**src/rtl/sprite_defs.sv**
```systemverilog
// Shared definitions for the sprite evaluator and the sprite line renderer:
// table size, hit descriptor layout and evaluator state encodings.
package sprite_defs;

    localparam int SPR_COUNT = 64;
    localparam int SPR_SEL_W = 6;

    localparam int HIT_X_W   = 9;
    localparam int HIT_IDX_W = 10;
    localparam int HIT_ROW_W = 4;
    localparam int HIT_PAL_W = 2;
    localparam int HIT_W     = 33;

    localparam int HIT_HFLIP_LSB = 0;
    localparam int HIT_PRI_LSB   = 1;
    localparam int HIT_PAL_LSB   = 2;
    localparam int HIT_ROW_LSB   = 4;
    localparam int HIT_IDX_LSB   = 8;
    localparam int HIT_X_LSB     = 18;
    localparam int HIT_SEL_LSB   = 27;

    typedef enum logic [0:0] {
        ST_IDLE = 1'b0,
        ST_SCAN = 1'b1
    } eval_state_t;

    function automatic logic [HIT_W-1:0] pack_hit(
        input logic [SPR_SEL_W-1:0] sel,
        input logic [HIT_X_W-1:0]   x,
        input logic [HIT_IDX_W-1:0] idx,
        input logic [HIT_ROW_W-1:0] row,
        input logic [HIT_PAL_W-1:0] pal,
        input logic                 pri,
        input logic                 hflip
    );
        logic [HIT_W-1:0] h;
        h = '0;
        h[HIT_SEL_LSB +: SPR_SEL_W] = sel;
        h[HIT_X_LSB   +: HIT_X_W]   = x;
        h[HIT_IDX_LSB +: HIT_IDX_W] = idx;
        h[HIT_ROW_LSB +: HIT_ROW_W] = row;
        h[HIT_PAL_LSB +: HIT_PAL_W] = pal;
        h[HIT_PRI_LSB]              = pri;
        h[HIT_HFLIP_LSB]            = hflip;
        return h;
    endfunction

endpackage

```
**src/rtl/sprite_hit_fifo.sv**
```systemverilog
// First-word-fall-through FIFO for hit descriptors; storage is plain
// distributed RAM, pointers reset asynchronously and clear on flush.
module sprite_hit_fifo #(
    parameter int WIDTH = 33,
    parameter int DEPTH = 16
) (
    input  logic             clk,
    input  logic             reset,
    input  logic             i_flush,
    input  logic             i_push,
    input  logic [WIDTH-1:0] i_data,
    input  logic             i_pop,
    output logic             o_valid,
    output logic [WIDTH-1:0] o_data
);
    localparam int AW = (DEPTH > 1) ? $clog2(DEPTH) : 1;

    logic [WIDTH-1:0] r_mem [DEPTH];
    logic [AW-1:0]    r_wr_ptr;
    logic [AW-1:0]    r_rd_ptr;
    logic [AW:0]      r_count;
    logic             w_do_push;
    logic             w_do_pop;

    assign o_valid   = (r_count != '0);
    assign o_data    = r_mem[r_rd_ptr];
    assign w_do_push = i_push && (r_count != (AW+1)'(DEPTH));
    assign w_do_pop  = i_pop && o_valid;

    always_ff @(posedge clk) begin
        if (w_do_push && !i_flush)
            r_mem[r_wr_ptr] <= i_data;
    end

    always_ff @(posedge clk or posedge reset) begin
        if (reset) begin
            r_wr_ptr <= '0;
            r_rd_ptr <= '0;
            r_count  <= '0;
        end else if (i_flush) begin
            r_wr_ptr <= '0;
            r_rd_ptr <= '0;
            r_count  <= '0;
        end else begin
            if (w_do_push) r_wr_ptr <= r_wr_ptr + 1'b1;
            if (w_do_pop)  r_rd_ptr <= r_rd_ptr + 1'b1;
            case ({w_do_push, w_do_pop})
                2'b10:   r_count <= r_count + 1'b1;
                2'b01:   r_count <= r_count - 1'b1;
                default: r_count <= r_count;
            endcase
        end
    end

endmodule

```
**src/rtl/sprite_eval.sv**
```systemverilog
// Per-scanline sprite evaluator: walks the 64 attribute entries once per
// line_start and queues up to MAX_HITS render descriptors for the renderer.
//   state   | meaning
//   IDLE    | waiting for line_start, spr_sel holds its last value
//   SCAN    | evaluating sprite spr_sel this cycle, one entry per clock
module sprite_eval
    import sprite_defs::*;
#(
    parameter int MAX_HITS = 16
) (
    input  logic                 clk,
    input  logic                 reset,
    input  logic                 line_start,
    input  logic [7:0]           next_line,
    output logic [SPR_SEL_W-1:0] spr_sel,
    input  logic [8:0]           spr_x,
    input  logic [7:0]           spr_y,
    input  logic [9:0]           spr_idx,
    input  logic                 spr_priority,
    input  logic [1:0]           spr_palette,
    input  logic                 spr_h16,
    input  logic                 spr_vflip,
    input  logic                 spr_hflip,
    output logic                 hit_valid,
    input  logic                 hit_ready,
    output logic [HIT_W-1:0]     hit_data,
    output logic                 eval_busy,
    output logic                 eval_done,
    output logic                 spr_overflow
);
    localparam int CNT_W = $clog2(MAX_HITS) + 1;
    localparam logic [CNT_W-1:0] MAX_CNT = CNT_W'(MAX_HITS);

    eval_state_t          r_state;
    eval_state_t          w_state_next;
    logic [7:0]           r_line;
    logic [SPR_SEL_W-1:0] r_sel;
    logic [CNT_W-1:0]     r_hit_cnt;
    logic                 r_overflow;
    logic                 r_done;

    logic                 w_scan;
    logic                 w_last;
    logic [7:0]           w_row8;
    logic [3:0]           w_hmax;
    logic                 w_hit;
    logic [3:0]           w_row;
    logic                 w_room;
    logic                 w_push;
    logic [HIT_W-1:0]     w_entry;

    assign w_scan = (r_state == ST_SCAN);
    assign w_last = (r_sel == SPR_SEL_W'(SPR_COUNT - 1));

    // Mod-256 subtraction lets sprites straddle the Y=255 -> 0 boundary.
    assign w_row8 = r_line - spr_y;
    assign w_hmax = spr_h16 ? 4'd15 : 4'd7;
    assign w_hit  = w_scan && (w_row8 <= {4'b0000, w_hmax});
    assign w_row  = spr_vflip ? (w_hmax - w_row8[3:0]) : w_row8[3:0];
    assign w_room = (r_hit_cnt < MAX_CNT);
    assign w_push = w_hit && w_room && !line_start;

    assign w_entry = pack_hit(r_sel, spr_x, spr_idx, w_row, spr_palette,
                              spr_priority, spr_hflip);

    always_ff @(posedge clk or posedge reset) begin
        if (reset) r_state <= ST_IDLE;
        else       r_state <= w_state_next;
    end

    always_comb begin
        w_state_next = r_state;
        case (r_state)
            ST_IDLE: if (line_start) w_state_next = ST_SCAN;
            ST_SCAN: begin
                if (line_start)  w_state_next = ST_SCAN;
                else if (w_last) w_state_next = ST_IDLE;
            end
            default: w_state_next = ST_IDLE;
        endcase
    end

    always_ff @(posedge clk or posedge reset) begin
        if (reset) begin
            r_line     <= '0;
            r_sel      <= '0;
            r_hit_cnt  <= '0;
            r_overflow <= 1'b0;
            r_done     <= 1'b0;
        end else if (line_start) begin
            r_line     <= next_line;
            r_sel      <= '0;
            r_hit_cnt  <= '0;
            r_overflow <= 1'b0;
            r_done     <= 1'b0;
        end else begin
            r_done <= w_scan && w_last;
            if (w_scan && !w_last) r_sel <= r_sel + 1'b1;
            if (w_hit) begin
                if (w_room) r_hit_cnt  <= r_hit_cnt + 1'b1;
                else        r_overflow <= 1'b1;
            end
        end
    end

    sprite_hit_fifo #(
        .WIDTH (HIT_W),
        .DEPTH (MAX_HITS)
    ) u_fifo (
        .clk     (clk),
        .reset   (reset),
        .i_flush (line_start),
        .i_push  (w_push),
        .i_data  (w_entry),
        .i_pop   (hit_ready),
        .o_valid (hit_valid),
        .o_data  (hit_data)
    );

    assign spr_sel      = r_sel;
    assign eval_busy    = w_scan;
    assign eval_done    = r_done;
    assign spr_overflow = r_overflow;

endmodule

```
**config.mk**
```make
export PLATFORM = sky130hd
export DESIGN_NAME = sprite_eval
export DESIGN_NICKNAME = d
export VERILOG_FILES = /design/src/rtl/sprite_defs.sv /design/src/rtl/sprite_hit_fifo.sv /design/src/rtl/sprite_eval.sv
export SDC_FILE = /design/constraint.sdc
export NUM_CORES = 1
export LEC_CHECK = 0
export ABC_AREA = 1
export BUFFER_PORTS_ARGS = -buffer_cell sky130_fd_sc_hd__clkbuf_2
export CAP_MARGIN = 40
export CORE_MARGIN = 2
export CORE_UTILIZATION = 45
export CTS_BUF_LIST = sky130_fd_sc_hd__clkbuf_8 sky130_fd_sc_hd__clkbuf_16
export DETAILED_ROUTE_END_ITERATION = 12
export PLACE_DENSITY_LB_ADDON = 0.12
export SLEW_MARGIN = 20
export SYNTH_ARGS = -nofsm -noshare
export SYNTH_HDL_FRONTEND = slang
export SYNTH_HIERARCHICAL = 1
export SYNTH_SLANG_ARGS = --single-unit
```
**constraint.sdc**
```tcl
create_clock -name clk -period 4.2 [get_ports clk]
set_clock_uncertainty 0.05 [all_clocks]
set_input_delay 0.84 -clock clk [delete_from_list [all_inputs] [get_ports clk]]
set_output_delay 0.84 -clock clk [all_outputs]
set_load 0.005 [all_outputs]
```
* Word level (Yosys, flattened, before mapping)
Memories as Yosys holds them, arrays and structs flattened. Index checks and enable logic that the tools add are counted.
Word-level totals: register bits after elaboration 35, latch bits 0, RAM bits 528, ROM bits 0, bits of input ports 45, output and inout port bits 43, logic and storage cells 68, memories 1
Cells by class: add/subtract/negate cells 8, $mul 0, div/mod/pow operators 0, magnitude comparators 2, equal/unequal tests 5, shifts and indexed selects 0, muxes and demuxes 23, bitwise gates (word level) 1, reductions and logical operators 19
Memory list:
- u_fifo.r_mem | words 16, width 33, read ports 1, clocked after memory_dff 0, wr ports 1, RTL line sprite_hit_fifo.sv:18 | logic [WIDTH-1:0] r_mem [DEPTH];
Operators by type and width (number):
- 4-bit two-way mux | 6
- 5-bit two-way mux | 4
- 6-bit two-way mux | 2
- 5-bit by 1-bit adder with 5-bit output (second input constant) | 2
- 5-bit case mux with 2 select lines | 1
- 2-bit nonzero test | 5
- 1-bit two-way mux | 9
- 4-bit by 1-bit adder with 4-bit output (second input constant) | 2
- 8-bit by 4-bit less-or-equal comparator with 1-bit output | 1
- 1-bit logical AND | 8
- 8-bit subtractor | 1
- 6-bit by 1-bit adder with 6-bit output (second input constant) | 1
- 6-bit == test (second input constant) | 1
- 5-bit less-than comparator (second input constant) | 1
- 5-bit inequality test (second input constant) | 1
- 5-bit nonzero test | 1
- 5-bit by 1-bit subtractor with 5-bit output (second input constant) | 1
- 2-bit AND reduction | 2
- 4-bit subtractor | 1
- 3-bit nonzero test | 1
- 2-bit by 1-bit == test with 1-bit output (second input constant) | 1
- 2-bit == test (second input constant) | 1
- 1-bit zero test | 2
- 2-bit inequality test (second input constant) | 1
- other kinds (2) | 2

* Longest topological paths before layout
Gate-level depths: netlist (run 1).
depth in word-level cells 9, gate-level depth with buffers 29, depth with buffers taken out 29

* Hierarchy
Netlist (run 1), hierarchy kept.
Modules (own cells, without submodules):
- sprite_hit_fifo | times used 1, cells an instance 1517, area each 21926.0 µm², seq. area each 16180.5 µm²
- sprite_eval | times used 1, cells an instance 213, area each 1531.5 µm², seq. area each 550.5 µm²

* Worst setup path before layout (run 1)
Ideal clock, no wire load.
path type input port to flip-flop, start input port spr_y[2], end memory u_fifo.r_mem[11][0], enable pin, setup time 0.423 ns, arrival time 4.358 ns, data required time 3.727 ns, setup slack -0.632 ns, stages on the path 20, buffers on the path 0, cell sequence inv_1 ha_1 nand2_1 nand2_1 inv_1 nand2_2 xor2_1 ha_1 nand2_1 nor2_2 nor2_1 nor2_1 nand3_1 nor2_2 nand3_2 nor2_1 nand2_4 inv_2 nand2_1 nor2_1
On the way: longest elaborated chain between the ends 9
Ends and longest elaborated chain:
- start, declared | RTL line sprite_eval.sv:17 | input logic [7:0] spr_y,
- 8-bit subtractor | RTL line sprite_eval.sv:56 | assign w_row8 = r_line - spr_y;
- 8-bit by 4-bit less-or-equal comparator with 1-bit output | RTL line sprite_eval.sv:58 | assign w_hit = w_scan && (w_row8 <= {4'b0000, w_hmax});
- 1-bit logical AND | RTL line sprite_eval.sv:58
- 1-bit logical AND (2 in a row) | RTL line sprite_eval.sv:61 | assign w_push = w_hit && w_room && !line_start;
- named net w_push | RTL line sprite_eval.sv:49 | logic w_push;
- 1-bit logical AND | RTL line sprite_hit_fifo.sv:27 | assign w_do_push = i_push && (r_count != (AW+1)'(DEPTH));
- 1-bit logical AND | RTL line sprite_hit_fifo.sv:31 | if (w_do_push && !i_flush)
- 1-bit two-way mux | RTL line sprite_hit_fifo.sv:31
- 1-bit two-way mux (implied by the code) | RTL line sprite_hit_fifo.sv:32 | r_mem[r_wr_ptr] <= i_data;
- end, declared | RTL line sprite_hit_fifo.sv:18
The timed path passes the listed nets, and every way through them passes these cells.

* Worst setup path after layout (run 1)
start register u_fifo.r_rd_ptr[0], end output port hit_data[27]
On the way: longest elaborated chain between the ends 1
Ends and longest elaborated chain:
- start, declared | RTL line sprite_hit_fifo.sv:20 | logic [AW-1:0] r_rd_ptr;
- start signal, assigned | RTL line sprite_hit_fifo.sv:46 | if (w_do_pop) r_rd_ptr <= r_rd_ptr + 1'b1;
- memory read 16 x 33 bit
- end, declared | RTL line sprite_eval.sv:26 | output logic [HIT_W-1:0] hit_data,
No other way between the ends.

==> flow_summary.yaml, run 1 <==
critical_path:
  path_cells: "buf_12 -> mux2i_1 -> o211ai_1 -> nand3_1 -> nand2_1 -> clkbuf_2"
  critPathCaptureType: "primary output"
  worst-path-max-fanout: 96
  worstSetupPathType: "register to primary output"
  crit_family: "flip-flops"
  crit_slowest_cell: "dfrtp_4"
  required_ps: 3310
  startpoint_type: "register"
  cp.arrival_ps: 3150
  critPathBufInv: 2
  max_stage_delay_ps: 890
power:
  p_per_area_nw_per_um2: 469.0
  p_switching_w: 0.003184
  share_comb_of_total_power_pct: 12.4
  p_leak_nw: 9.347
  ir_worst_vdd_mv: 0.3352
  intPower_w: 0.009470
  finalPower_w: 0.01265
  clkPwrFrac_pct: 37.4
  p_seq_share_pct: 50.1
  swShare_pct: 25.16
timing:
  hold_viol: 0
  report.final.slew_viol_count: 0
  setup_viol: 0
  grt_setup_unrepaired: "false"
  finalCritPeriodShare_pct: 96.29
  clock.fmax_ghz: 0.2473
  maxSlewHeadroom_pct: 45.80
  post-route-min-period_ps: 4044
  worst_pin_slew_ps: 804.6
synth:
  synth_nets: 1794
  synth_warnings: 6
  ys_seq_area_share_pct: 71.32
  synth_cell_type_count: 39
  ys_ff_latch: 563
  synth_area_um2: 23460
  avgSynthCellArea_um2: 13.56
  syn_inst: 1730
routing:
  drc: 0
  ant_nets: 0
  drt_pass1_iterations: 5
  vias: 14210
  wl_per_cell_um: 22.57
  first_iter_violations: 1286
  wirelength_um: 57950
  via_per_inst: 5.536
cts:
  cts_tree: "yes"
  cts.sinks: 563
  clkTransAtPathRegs_ps: 60
  h-tree-depth: 2
  postCtsSetupRepairBufs: 0
  cts_buffers: 58
  hold_buffers: 0
  clockRootBuffer: "clkbuf_16"
  ctsResizeCount: 0
  cts_buffer_depth: 3
  clk_latency_ps: 610
placed_design:
  dp.cells: 2461
  gp_congestion: 0.8194
  io_buffers: 87
  hpwl_um: 36450
finish:
  num-nets-final: 1907
  antenna_cells: 0
  instances_no_fill: 2567
  syn2layout_area_growth_pct: 15.01
  drive_gt1_share_pct: 15.21
floorplanning:
  start_util_pct: 45.63
  rows: 83
  fp.dieW_um: 232.3
  dieArea_um2: 53970
  die_y_um: 232.3
  io_pins: 88
  fp.coreArea_um2: 51410
global_route:
  grt_usage_pct: 21.83
  grt-ovfl-total: 0
  grt_pass1_vias: 13650
  antenna_found_initial: 0
  grt_pass1_wl_um: 86880
  grt_start_max_net_pins: 134
run:
  max_cap_viol_count: 0
status:
  status: "finished clean"
min_path:
  hold_class: "primary input to async pin"
layout by cell type, fill, tap and decap left out, types with 16 or more instances in the layout:
cell	netlist	final
buf_4	8	31
nand3_1	59	59
o21ai_0	177	177
inv_1	181	196
o211ai_1	132	132
a21oi_1	145	145
buf_12	0	24
edfxtp_1	528	528
dfrtp_1	35	31
mux2i_1	132	132
clkbuf_2	0	87
nor2_1	39	23
nor2_4	1	17
o21ai_1	16	16
nand2_1	114	114
clkbuf_16	0	58
ha_1	18	18
power by group through the flow:
stage                     Sequential, W  Combinational (W)  Clock [W]
after floorplan                 0.00644           0.000959          0
after global placement          0.00649            0.00151          0
after detailed placement        0.00649            0.00153          0
after CTS                       0.00637            0.00154    0.00483
after global routing            0.00635            0.00175    0.00506
final                           0.00635            0.00158    0.00473
metal layers:
metal / vias up / routed length, um / global-route usage (%) / part of all wire (%)
met2: 440 / 25090 / 31.55 / 43
met1: 7112 / 27280 / 33.88 / 47
met4: 0 / 1025 / 5.489 / 1.8
li1: 6587 / - / - / -
met3: 72 / 4542 / 4.040 / 7.8
met5: - / 0 / 0 / 0
cell usage after synthesis (all sizes together):
cell    instances  area share, %
a211oi          1          0.032
nor3b           1          0.032
dfrtp          35            3.7
nand3b          1          0.032
inv           188            3.0
nand3          64            1.5
o211ai        132            4.2
edfxtp        528             68
nor2           46           0.83
o22ai           1          0.027
nand2         125            2.2
nand4           2          0.053
and3            1          0.027
nor3            4           0.13
xor2            6           0.22
mux2i         132            5.6
o21bai          1          0.032
fa              1          0.085
clkinv          2          0.032
a21oi         147            3.2
buf            47            1.4
or2             1          0.027
o21ai         193            4.1
xnor2           2          0.075
clkbuf         51           0.82
ha             18           0.96
state kept, by name, summed over array words and instances (netlist names), 4 cells and up:
signal and count:
r_hit_cnt 5, r_line 8, spr_sel 6, u_fifo/r_count 5, u_fifo/r_mem 528, u_fifo/r_rd_ptr 4, u_fifo/r_wr_ptr 4
path summary, 6_finish.rpt:
path                                           startpoint                            to  slack [ps]  cells after the start
setup / recovery           u_fifo/r_rd_ptr[0]$_DFFE_PP0P_                  hit_data[27]         160                      6
hold / removal                                      reset        spr_sel[5]$_DFFE_PP0P_         200                      2
setup reg to reg                    r_line[2]$_DFFE_PP0P_  u_fifo/r_mem[1][8]$_DFFE_PP_         520                     20
hold reg to reg                     r_line[6]$_DFFE_PP0P_         r_line[6]$_DFFE_PP0P_         430                      2
max in group asynchronous                           reset         r_line[7]$_DFFE_PP0P_        3440                      3
min in group clk                             next_line[5]         r_line[5]$_DFFE_PP0P_         370                      3
cell type report:
type                            instances  area, um^2
Fill cell                            4294       24430
Multi-Input combinational cell        879        5623
Inverter                              190       718.2
Timing Repair Buffer                  151        1297
Sequential cell                       563       16740
Tap cell                              680       850.8
Clock inverter                         43       254.0
Clock buffer                           61        1493
worst reg2reg max path, delay by kind of cell, from the launching register on:
kind                       cells  cell delay [ps]
DFF                            1              390
adders and majority gates      2              620
buffers and inverters          3              460
and+or+nand+nor               14             1690
xor gates and xnor gates       1              150
cell families (layout without fill, tap and decap cells):
| kind of cell | Yosys count | after routing | synth area share [%] |
|---|---|---|---|
| AO/OA/AOI/OAI | 475 | 475 | 11.60 |
| XOR/XNOR | 8 | 8 | 0.2987 |
| adder cells (fa/ha/maj) | 19 | 19 | 1.045 |
| buffers and inverters | 288 | 445 | 5.313 |
| flip-flops | 563 | 563 | 71.32 |
| multiplexers | 132 | 132 | 5.633 |
| AND/OR/NAND/NOR | 245 | 245 | 4.785 |
through the flow:
step	area [um^2]	util, %	hold WS [ps]	setup slack (ps)	setup TNS, ps
final	26980	52.48	197.0	155.9	0
after detailed placement	25210	49.03	417.2	-52.11	-9342
after global routing	26980	52.48	225.2	15.39	0
after global placement	25080	48.80	407.8	-36.13	-2376
after CTS	26950	52.43	173.7	172.0	0
after floorplan	23500	-	395.9	-133.2	-58920
Power figures use the tool's default switching activity.
==> inputs of run 2 (changes only) <==
- REMOVE_ABC_BUFFERS: unset -> 1
==> run 2 against run 1 <==
- sequential share of layout area about the same
- routed wire length down 2.9%
- count of clock-buffer cells in the layout grew 3
- via count shrank 2.3%
- largest power group unchanged
==> flow_summary.yaml, run 2 (same netlist as run 1, synthesis figures left out) <==
routing:
  wirelength_um: 56250
  ant_nets: 0
  vias: 13890
  drc: 0
  first_iter_violations: 1112
  wl_per_cell_um: 21.89
  via_per_inst: 5.405
  drt_pass1_iterations: 5
timing:
  hold_viol: 0
  clock.fmax_ghz: 0.2645
  grt_setup_unrepaired: "false"
  fin_setup_tns_ps: 0
  setup_viol: 0
  fin_ws_ps: 419.9
  worst_pin_slew_ps: 797.5
  report.final.slew_viol_count: 0
  holdWs_ps: 174.6
  post-route-min-period_ps: 3780
  maxSlewHeadroom_pct: 46.83
  finalCritPeriodShare_pct: 90.00
floorplanning:
  rows: 83
  fp.coreArea_um2: 51410
  dieArea_um2: 53970
  io_pins: 88
  die_y_um: 232.3
  start_util_pct: 45.63
  fp.dieW_um: 232.3
placed_design:
  place_area_um2: 25170
  pre_cts_ws_ps: -75.23
  gp_congestion: 0.8598
  hpwl_um: 34690
  io_buffers: 87
cts:
  cts_buffer_depth: 3
  cts.sinks: 563
  ctsResizeCount: 0
  cts_buffers: 58
  h-tree-depth: 2
  hold_buffers: 0
  cts_tree: "yes"
  clk_latency_ps: 610
  clkTransAtPathRegs_ps: 60
  clockRootBuffer: "clkbuf_16"
  postCtsSetupRepairBufs: 0
finish:
  largest_reg_flops: 528
  antenna_cells: 0
  final.fill_count: 4342
  num-nets-final: 1908
  multi_input_area_um2: 5623
  syn2layout_area_growth_pct: 15.09
  final_common_cell: "edfxtp_1"
  design_area_um2: 27000
  final_cell_mix: "edfxtp_1 (528), inv_1 (194), o21ai_0 (177), a21oi_1 (145)"
  drive_gt1_share_pct: 15.29
  final_core_util_pct: 52.52
  register_area_um2: 16740
  regMostFlops: "u_fifo/r_mem"
global_route:
  grt-ovfl-total: 0
  grt_pass1_vias: 13450
  grt_pass1_wl_um: 84640
  grt_start_max_net_pins: 134
  antenna_found_initial: 0
  grt_usage_pct: 20.99
power:
  p_leak_nw: 9.350
  ir_worst_vdd_mv: 0.3104
  p_per_area_nw_per_um2: 469.0
critical_path:
  required_ps: 3310
  worst-path-max-fanout: 56
  worstSetupPathType: "register to primary output"
  cp.arrival_ps: 2890
  startpoint_type: "register"
  critPathCaptureType: "primary output"
status:
  status: "finished clean"
run:
  max_cap_viol_count: 0
min_path:
  hold_class: "primary input to async pin"
## run 2: metal layers
layer  track usage (%)  share of wire (%)  up-vias
li1                  -                  -     6595
met5                 0                  0        -
met1             30.19                 46     6881
met2             33.75                 48      350
met3             3.070                4.4       64
met4             5.048                2.0        0
## run 2: critical path, cell delays in order, from the launching register on
cell,delay (ps)
dfrtp_4,770
buf_12,270
buf_12,280
mux2i_1,120
o211ai_1,310
o211ai_1,200
nand2_1,130
clkbuf_2,120
## run 2: report_power, final
group	switching, W	internal, W	leakage [nW]
logic	0.000954	0.000534	3.19
registers	0.000115	0.00626	5.23
clock network	0.00206	0.00274	0.928
## run 2: through the flow
stage          total power (W)  std cells
3_3_place_gp          0.007971       2459
5_1_grt                0.01315       2570
4_1_cts                0.01281       2568
2_1_floorplan         0.007506       1632
6_report               0.01266       2570
3_5_place_dp          0.007994       2462
## run 2: final timing paths
kind | start | cells after the start | to | slack, ps
worst max-delay path | u_fifo/r_rd_ptr[0]$_DFFE_PP0P_ | 7 | hit_data[31] | 420
worst min-delay path | reset | 2 | r_line[3]$_DFFE_PP0P_ | 170
worst max register to register | r_line[2]$_DFFE_PP0P_ | 20 | u_fifo/r_mem[3][8]$_DFFE_PP_ | 510
worst min register to register | r_line[4]$_DFFE_PP0P_ | 2 | r_line[4]$_DFFE_PP0P_ | 430
max in group asynchronous | reset | 2 | u_fifo/r_rd_ptr[1]$_DFFE_PP0P_ | 3410
min in group clk | next_line[2] | 3 | r_line[2]$_DFFE_PP0P_ | 380
## run 2: layout make-up
type / instances / area share, %
Clock buffer: 64 / 5.724
Clock inverter: 42 / 0.8806
Inverter: 190 / 2.660
Multi-Input combinational cell: 879 / 20.83
Sequential cell: 563 / 62.02
Tap cell: 680 / 3.152
Timing Repair Buffer: 152 / 4.737
==> inputs of run 3 (changes only) <==
- CTS_BUF_LIST: sky130_fd_sc_hd__clkbuf_8 sky130_fd_sc_hd__clkbuf_16 -> sky130_fd_sc_hd__clkbuf_4 sky130_fd_sc_hd__clkbuf_8
==> run 3 against run 2 <==
- sequential cell count unchanged
- first-iteration DRC count down 8.5%
- maximum frequency fell by 0.19%
- highest routed layer unchanged
- critical path depth is the same
- cell count grew 2.3%
- routed wire length is 1.1% higher
- count of clock-buffer cells in the layout grew 69
- largest cell class unchanged
- clock power shrank 4%
- combinational power is essentially flat
==> flow_summary.yaml, run 3 (same netlist as run 1, synthesis figures left out) <==
status:
  status: "finished clean"
power:
  p_switching_w: 0.003167
  clkPwrFrac_pct: 36.9
  ir_worst_vdd_mv: 0.2632
  swShare_pct: 25.42
  share_comb_of_total_power_pct: 11.9
  p_seq_share_pct: 51.2
  p_leak_nw: 9.359
  intPower_w: 0.009293
  p_per_area_nw_per_um2: 461.9
timing:
  finalCritPeriodShare_pct: 90.18
  holdWs_ps: 113.4
  fin_ws_ps: 412.6
  report.final.slew_viol_count: 0
  setup_viol: 0
  worst_pin_slew_ps: 782.8
  post-route-min-period_ps: 3787
  hold_viol: 0
  maxSlewHeadroom_pct: 47.81
  grt_setup_unrepaired: "false"
  clock.fmax_ghz: 0.2640
global_route:
  grt_usage_pct: 21.30
  grt-ovfl-total: 0
  grt_pass1_vias: 13770
  grt_start_max_net_pins: 134
  grt_pass1_wl_um: 85640
  antenna_found_initial: 0
routing:
  wl_per_cell_um: 21.64
  ant_nets: 0
  wirelength_um: 56870
  vias: 14080
  first_iter_violations: 1018
  drc: 0
  via_per_inst: 5.358
  drt_pass1_iterations: 5
cts:
  postCtsSetupRepairBufs: 0
  clockRootBuffer: "clkbuf_8"
  clk_latency_ps: 670
  ctsResizeCount: 0
  h-tree-depth: 3
  cts_buffer_depth: 3
  cts_buffers: 93
  hold_buffers: 0
  clkTransAtPathRegs_ps: 70
  cts_tree: "yes"
  cts.sinks: 563
finish:
  drive_gt1_share_pct: 18.22
  design_area_um2: 26970
  syn2layout_area_growth_pct: 14.99
  final_common_cell: "edfxtp_1"
  largest_reg_flops: 528
  final_cell_mix: "edfxtp_1 (528), inv_1 (180), o21ai_0 (177), a21oi_1 (145)"
  instances_no_fill: 2628
  final_core_util_pct: 52.47
  antenna_cells: 0
  final.fill_count: 4367
  num-nets-final: 1943
  regMostFlops: "u_fifo/r_mem"
placed_design:
  pre_cts_ws_ps: -75.23
  hpwl_um: 34690
  place_area_um2: 25170
  gp_congestion: 0.8598
  io_buffers: 87
  dp.cells: 2462
floorplanning:
  fp.coreArea_um2: 51410
  io_pins: 88
  rows: 83
  die_y_um: 232.3
  fp.dieW_um: 232.3
  start_util_pct: 45.63
  dieArea_um2: 53970
critical_path:
  startpoint_type: "register"
  path_cells: "buf_12 -> buf_12 -> mux2i_1 -> o211ai_1 -> o211ai_1 -> nand2_1 -> clkbuf_2"
  max_stage_delay_ps: 770
  crit_slowest_cell: "dfrtp_4"
  cp.arrival_ps: 2900
  rr_startpoint: "r_line[2]$_DFFE_PP0P_"
  worst-path-max-fanout: 56
  required_ps: 3310
  critPathCaptureType: "primary output"
  worstSetupStartpoint: "u_fifo/r_rd_ptr[0]$_DFFE_PP0P_"
  worstSetupPathType: "register to primary output"
  crit_family: "flip-flops"
  critPathBufInv: 3
run:
  max_cap_viol_count: 0
min_path:
  hold_class: "primary input to async pin"
run 3: power groups by stage:
stage	clock (W)	sequential, W	combinational, W
3_5_place_dp	0	0.00650	0.00150
5_1_grt	0.00495	0.00639	0.00164
6_report	0.00460	0.00638	0.00149
4_1_cts	0.00472	0.00638	0.00150
3_3_place_gp	0	0.00649	0.00148
2_1_floorplan	0	0.00659	0.000917
run 3: metal layers:
| metal | global-route usage (%) | vias up | part of all wire, % |
|---|---|---|---|
| li1 | - | 6672 | - |
| met1 | 30.00 | 6959 | 45 |
| met4 | 6.911 | 0 | 2.4 |
| met5 | 0 | - | 0 |
| met3 | 3.352 | 83 | 4.9 |
| met2 | 33.93 | 366 | 48 |
run 3: area by class of cell:
cell class,instances,area [um^2],area share (%)
clock buffers,133,1599,5.928
clock inverters,31,160.2,0.5937
inverters,190,718.2,2.663
multi-input cells,879,5623,20.85
flip-flops and latches,563,16740,62.07
well taps,680,850.8,3.154
repair buffers,152,1279,4.741
run 3: metrics by stage:
step                power, W  setup TNS [ps]
finish               0.01246               0
floorplan           0.007506         -520680
global route         0.01298               0
CTS                  0.01260               0
global placement    0.007971          -538.0
detailed placement  0.007994           -4078
run 3: worst paths after layout:
check / endpoint / slack (ps) / cells after the start
setup reg to reg: u_fifo/r_mem[3][8]$_DFFE_PP_ / 510 / 20
max in group asynchronous: u_fifo/r_rd_ptr[1]$_DFFE_PP0P_ / 3440 / 2
min in group clk: r_line[4]$_DFFE_PP0P_ / 320 / 3
hold reg to reg: r_line[4]$_DFFE_PP0P_ / 430 / 2
setup / recovery: hit_data[31] / 410 / 7
hold / removal: r_line[3]$_DFFE_PP0P_ / 110 / 2
